**src/rtl/fetch_sequencer_pkg.sv**
```systemverilog
// fetch_sequencer_pkg: shared FSM encoding and default widths for the fetch stage,
// control unit and instruction memory.
package fetch_sequencer_pkg;
   typedef enum logic [1:0] {
      RUN        = 2'd0,
      WAIT_PRESS = 2'd1,
      HALTED     = 2'd2
   } fetchState_t;
   localparam int unsigned DEF_ADDR_WIDTH  = 10;
   localparam int unsigned DEF_TIMER_WIDTH = 16;
   localparam int unsigned DEF_IRQ_VECTOR  = 1;
endpackage

```
**src/rtl/fetch_sequencer_button_sync_edge.sv**
```systemverilog
// button_sync_edge: 2-flop synchroniser for the raw confirm button plus a
// previous-value flop; rise pulses for one cycle per synchronised 0->1 transition.
module button_sync_edge (
   input  logic clock,
   input  logic resetn,
   input  logic button,
   output logic rise
);
   logic syncMeta, syncOut, prevOut;
   always_ff @(posedge clock or negedge resetn) begin
      if (!resetn) begin
         syncMeta <= 1'b0;
         syncOut  <= 1'b0;
         prevOut  <= 1'b0;
      end else begin
         syncMeta <= button;
         syncOut  <= syncMeta;
         prevOut  <= syncOut;
      end
   end
   assign rise = syncOut & ~prevOut;
endmodule

```
**src/rtl/fetch_sequencer.sv**
```systemverilog
// fetch_sequencer: PC register and next-PC selection, input-wait handshake,
// preemption timer, interrupt flag and saved-PC buffer.
module fetch_sequencer
   import fetch_sequencer_pkg::*;
#(
   parameter int unsigned ADDR_WIDTH  = DEF_ADDR_WIDTH,
   parameter int unsigned TIMER_WIDTH = DEF_TIMER_WIDTH,
   parameter int unsigned RESET_PC    = 0,
   parameter int unsigned IRQ_VECTOR  = DEF_IRQ_VECTOR
) (
   input  logic                   clock,
   input  logic                   resetn,
   input  logic                   halt,
   input  logic                   pc_funct,
   input  logic                   beq,
   input  logic                   bne,
   input  logic                   zero,
   input  logic [ADDR_WIDTH-1:0]  branch_imm,
   input  logic                   control_jump,
   input  logic [ADDR_WIDTH-1:0]  jump_addr,
   input  logic                   jump_reg,
   input  logic [ADDR_WIDTH-1:0]  reg_target,
   input  logic                   in_req,
   input  logic                   button,
   input  logic                   set_clock,
   input  logic [TIMER_WIDTH-1:0] set_value,
   input  logic                   get_interruption,
   output logic [ADDR_WIDTH-1:0]  pc,
   output logic [ADDR_WIDTH-1:0]  pc_plus1,
   output logic [ADDR_WIDTH-1:0]  pc_buffer,
   output logic                   irq_flag,
   output logic                   waiting,
   output logic                   input_commit,
   output logic                   halted
);
   fetchState_t state;
   logic [TIMER_WIDTH-1:0] timer;
   logic [ADDR_WIDTH-1:0] nextPc;
   logic buttonRise, branchTaken, counting, expire;
   button_sync_edge uSync (
      .clock  (clock),
      .resetn (resetn),
      .button (button),
      .rise   (buttonRise)
   );
   assign pc_plus1    = pc + 1'b1;
   assign branchTaken = (beq & zero) | (bne & ~zero);
   assign counting    = (state == RUN) & ~halt & ~in_req;
   // A same-cycle load overrides the 1->0 step, so no interrupt is taken.
   assign expire      = counting & (timer == TIMER_WIDTH'(1)) & ~set_clock;
   assign waiting     = state == WAIT_PRESS;
   assign halted      = state == HALTED;
   always_comb
      nextPc = jump_reg ? reg_target : control_jump ? jump_addr :
               branchTaken ? pc_plus1 + branch_imm : pc_funct ? pc_plus1 : pc;
   always_ff @(posedge clock or negedge resetn) begin
      if (!resetn) begin
         state        <= RUN;
         pc           <= ADDR_WIDTH'(RESET_PC);
         pc_buffer    <= '0;
         irq_flag     <= 1'b0;
         input_commit <= 1'b0;
         timer        <= '0;
      end else begin
         case (state)
            RUN: begin
               timer    <= set_clock ? set_value : (counting && timer != '0) ? timer - 1'b1 : timer;
               irq_flag <= expire | (irq_flag & ~get_interruption);
               if (expire) pc_buffer <= nextPc;
               if (halt) state <= HALTED;
               else if (in_req) state <= WAIT_PRESS;
               else pc <= expire ? ADDR_WIDTH'(IRQ_VECTOR) : nextPc;
            end
            WAIT_PRESS: begin
               if (input_commit) begin
                  pc           <= pc_plus1;
                  state        <= RUN;
                  input_commit <= 1'b0;
               end else begin
                  input_commit <= buttonRise;
               end
            end
            default: ;
         endcase
      end
   end
endmodule

```
**config.mk**
```make
export PLATFORM = sky130hd
export DESIGN_NAME = fetch_sequencer
export DESIGN_NICKNAME = d
export VERILOG_FILES = /design/src/rtl/fetch_sequencer_pkg.sv /design/src/rtl/fetch_sequencer_button_sync_edge.sv /design/src/rtl/fetch_sequencer.sv
export SDC_FILE = /design/constraint.sdc
export NUM_CORES = 1
export LEC_CHECK = 0
export CAP_MARGIN = 20
export CORE_ASPECT_RATIO = 0.6
export CORE_MARGIN = 2
export CORE_UTILIZATION = 52
export CTS_CLUSTER_DIAMETER = 40
export DETAILED_ROUTE_END_ITERATION = 8
export GPL_ROUTABILITY_DRIVEN = 0
export PLACE_DENSITY = 0.89
export SETUP_SLACK_MARGIN = 0.5
export SKIP_LAST_GASP = 1
export SYNTH_ARGS = -nofsm -noshare
export SYNTH_HDL_FRONTEND = slang
export SYNTH_SLANG_ARGS = --single-unit
```
**constraint.sdc**
```tcl
create_clock -name clock -period 4.5 [get_ports clock]
set_input_delay 0.675 -clock clock [delete_from_list [all_inputs] [get_ports clock]]
set_output_delay 0.675 -clock clock [all_outputs]
set_load 0.03 [all_outputs]
```
==> results.py <==
metrics = {
    "worst_setup_path": {
        "cpMaxStageDelayCell": "clkdlybuf4s50_1",
        "timing.rr.start": "pc[2]",
        "cp-end-kind": "output pin",
        "crit_type": "reg -> out",
        "max_stage_delay_ns": 0.69,
        "path_cells": "nand3_1 -> nor3_1 -> xor2_1 -> clkdlybuf4s50_1",
        "critPathMaxFanout": 11,
        "startpoint_type": "flop",
        "rr_endpoint": "pc_buffer[8]",
        "cp_data_required_time_ns": 3.83,
        "r2r_slack_ns": 1.20,
        "cp.arrival_ns": 2.78,
        "worstRegToRegCells": 10,
    },
    "final_layout": {
        "drive_gt1_share_pct": 4.18,
        "final_nets": 550,
        "layout-area-overhead-vs-synth_pct": 33.2,
        "diodes": 0,
    },
    "routing": {
        "wl_per_cell_microns": 17.4,
        "first_pass_iters": 5,
        "wl_mm": 9.81,
        "ant_nets": 0,
        "met3_length_mm": 1.10,
        "wl_met1_mm": 4.39,
        "drt_iter0_markers": 527,
        "drc_errors": 0,
        "viasPerCell": 6.30,
        "top_layer": "met4",
        "vias": 3546,
        "met2_length_mm": 4.14,
    },
    "grt": {
        "grt_pass1_wl_mm": 16.0,
        "grt_usage_pct": 29.3,
        "grt_pass1_vias": 3251,
        "antenna_found_initial": 0,
        "overflow": 0,
        "grt_max_degree": 44,
    },
    "floorplan": {
        "dieWidth_microns": 105,
        "core_region_area_sq_um": 6030,
        "fp.dieH_microns": 64.7,
        "initial_utilization_pct": 53.0,
        "dieArea_sq_um": 6800,
        "io_pins": 93,
        "rows": 22,
    },
    "sta": {
        "rsz0062_at_grt": "false",
        "hold_violations": 0,
        "fmax_mhz": 289,
        "holdWs_ns": 0.361,
        "finClkSkew_ns": 0.0101,
        "setup_viol": 0,
        "tightest_slew_ns": 0.953,
        "slew_viol_final": 0,
        "post-route-min-period_ns": 3.45,
        "slew_headroom_pct": 36.0,
        "min_period_over_period_pct": 76.8,
        "setup_tns_ns": 0,
    },
    "logic_synthesis": {
        "synth_nets": 470,
        "synthArstFlopShare_pct": 100,
        "synthCells": 398,
        "syn_area_sq_um": 3190,
        "seq_area_frac_synth_pct": 33.7,
        "synth_flop_cell": "dfrtp_1",
        "ys_warn_count": 0,
        "synth_edf_count": 0,
        "yosysTopAreaCell": "dfrtp_1",
        "synthTopCellsByArea": "dfrtp_1 34%, a21oi_1 6.4%, o21ai_0 6.0%, nand2_1 5.2%, ha_1 4.7%",
        "synth_cell_types": 57,
        "synth-seq-cells": 43,
        "syn_area_per_cell_sq_um": 8.02,
        "synth_top_cell_area_share_pct": 33.7,
    },
    "flow_run": {
        "drv_cap": 0,
    },
    "clock_tree": {
        "cts-buffers-inserted": 5,
        "holdBufCountCts": 0,
        "clockBufferDepth": 2,
        "cts.htree.levels": 2,
        "clock-sinks": 43,
        "clock_insertion_delay_worst_skew_ns": 0.31,
        "clkTransAtPathRegs_ns": 0.08,
        "cts_resized": 0,
        "tritoncts": "done",
        "cts-root-buf": "clkbuf_8",
        "post_cts_buffers": 0,
    },
    "min_path": {
        "hold_end": "uSync.syncOut",
        "hold_path_depth": 0,
        "min_from": "uSync.syncMeta",
        "hold_class": "reg -> reg",
    },
    "power_and_ir_drop": {
        "power.clock.fraction_pct": 15.3,
        "intPower_mw": 1.10,
        "pwr-share-seq_pct": 30.6,
        "ir_drop_uv": 243,
        "cellPowerDensity_nw_per_um2": 471,
        "power.share.combinational_pct": 54.1,
        "power_leakage_nw": 1.72,
        "netSwitchingPower_mw": 0.905,
        "sw_frac_of_total_pct": 45.1,
    },
    "place": {
        "portBuffers": 92,
        "dp_hpwl_mm": 7.38,
    },
    "status": {
        "outcome": "completed",
    },
}
==> power groups by stage <==
stage | registers [mW] | logic, mW | clock network (mW)
2_1_floorplan | 0.623 | 0.682 | 0
3_3_place_gp | 0.606 | 1.03 | 0
3_5_place_dp | 0.611 | 1.06 | 0
4_1_cts | 0.607 | 1.07 | 0.312
5_1_grt | 0.625 | 1.17 | 0.326
6_report | 0.614 | 1.08 | 0.307
==> critical path, delay by kind of cell (launching register included) <==
family / cells / cell delay (ns)
flops: 1 / 0.54
xor+xnor: 1 / 0.20
simple gates: 2 / 1.04
buf+inv: 1 / 0.69
==> layout make-up <==
type                            count  area (sq um)
Clock buffer                        5          68.8
Clock inverter                      3          43.8
Fill cell                         462          1770
Inverter                           12          45.0
Multi-Input combinational cell    321          1980
Sequential cell                    43          1080
Tap cell                           84           105
Timing Repair Buffer               95           938
==> cell families (layout without fill, tap and decap cells) <==
logic type,after synthesis,count (layout),share of synthesized area [%]
simple gates,143,143,21.7
compound gates,138,138,26.8
flops,43,43,33.7
xor+xnor,22,22,6.47
fa+ha+maj,13,13,5.33
mux,5,5,1.61
buf+inv,34,115,4.39
==> flip-flops by register name (all words and copies together) (netlist names) <==
signal / count
uSync.prevOut: 1
timer: 16
pc: 10
uSync.syncMeta: 1
state: 2
input_commit: 1
uSync.syncOut: 1
irq_flag: 1
pc_buffer: 10
==> cells in the mapped netlist (2+ instances only) <==
cell type / number
nand3_1: 15
nor3_1: 17
dfrtp_1: 43
a31oi_1: 2
o311ai_0: 3
buf_2: 4
o21ai_0: 38
nand2b_1: 2
buf_4: 2
a22o_1: 2
ha_1: 12
and3_1: 2
o41ai_1: 2
o221ai_1: 3
o31ai_1: 3
xnor2_1: 9
nand4_1: 6
a222oi_1: 2
nor2_1: 36
a21o_1: 4
xor2_1: 12
o22ai_1: 4
clkbuf_1: 16
or4_4: 2
nor4_1: 4
a22oi_1: 7
a211oi_1: 8
a21oi_1: 41
nand2_1: 44
o211ai_1: 8
mux2i_1: 4
inv_1: 12
or3_1: 4
o21a_1: 2
==> worst max-delay path by stage <==
stage / startpoint / to / slack (ns) / depth (start not counted)
after floorplan: pc[2] / pc[8] / 0.99 / 12
after global placement: branch_imm[0] / pc_buffer[8] / 1.25 / 10
after detailed placement: branch_imm[0] / pc_buffer[8] / 1.20 / 10
after CTS: pc[2] / pc_plus1[9] / 1.09 / 4
after global routing: pc[2] / pc[9] / 0.82 / 11
final: pc[2] / pc_plus1[9] / 1.05 / 4
==> per-stage QoR <==
step / setup WS [ns] / power, mW / util, % / area, sq um / instances
after global placement: 1.25 / 1.64 / 68.7 / 4140 / 555
after CTS: 1.09 / 1.99 / 70.6 / 4250 / 563
after floorplan: 0.988 / 1.30 / - / 3190 / 398
after global routing: 0.816 / 2.12 / 70.6 / 4250 / 563
after detailed placement: 1.20 / 1.67 / 68.7 / 4140 / 555
final: 1.05 / 2.00 / 70.6 / 4250 / 563
==> cells in the final DEF (no fill, tap or decap), drive strengths merged, types with 2 or more instances in the layout <==
cell / count
and3: 2
nand4: 6
o41ai: 2
o21a: 2
clkinv: 2
a31oi: 2
a22o: 2
nor3: 17
inv: 12
a211oi: 8
or2: 3
a22oi: 7
a21o: 4
dfrtp: 43
a21oi: 41
nor4: 5
o21ai: 40
mux2i: 4
clkbuf: 5
or3: 5
xor2: 12
nor2: 36
o31ai: 3
nand2: 44
o211ai: 8
a222oi: 2
ha: 12
clkdlybuf4s50: 91
xnor2: 9
buf: 4
o221ai: 3
or4: 3
nand3: 15
o22ai: 4
o311ai: 3
nand2b: 2
==> per-layer routing <==
metal	vias to the layer above	GRT usage (%)
li1	1625	-
met1	1657	43.9
met2	235	42.6
met3	29	6.24
met4	0	8.33
met5	-	0
Note: power is estimated with default switching activity, not from simulation.
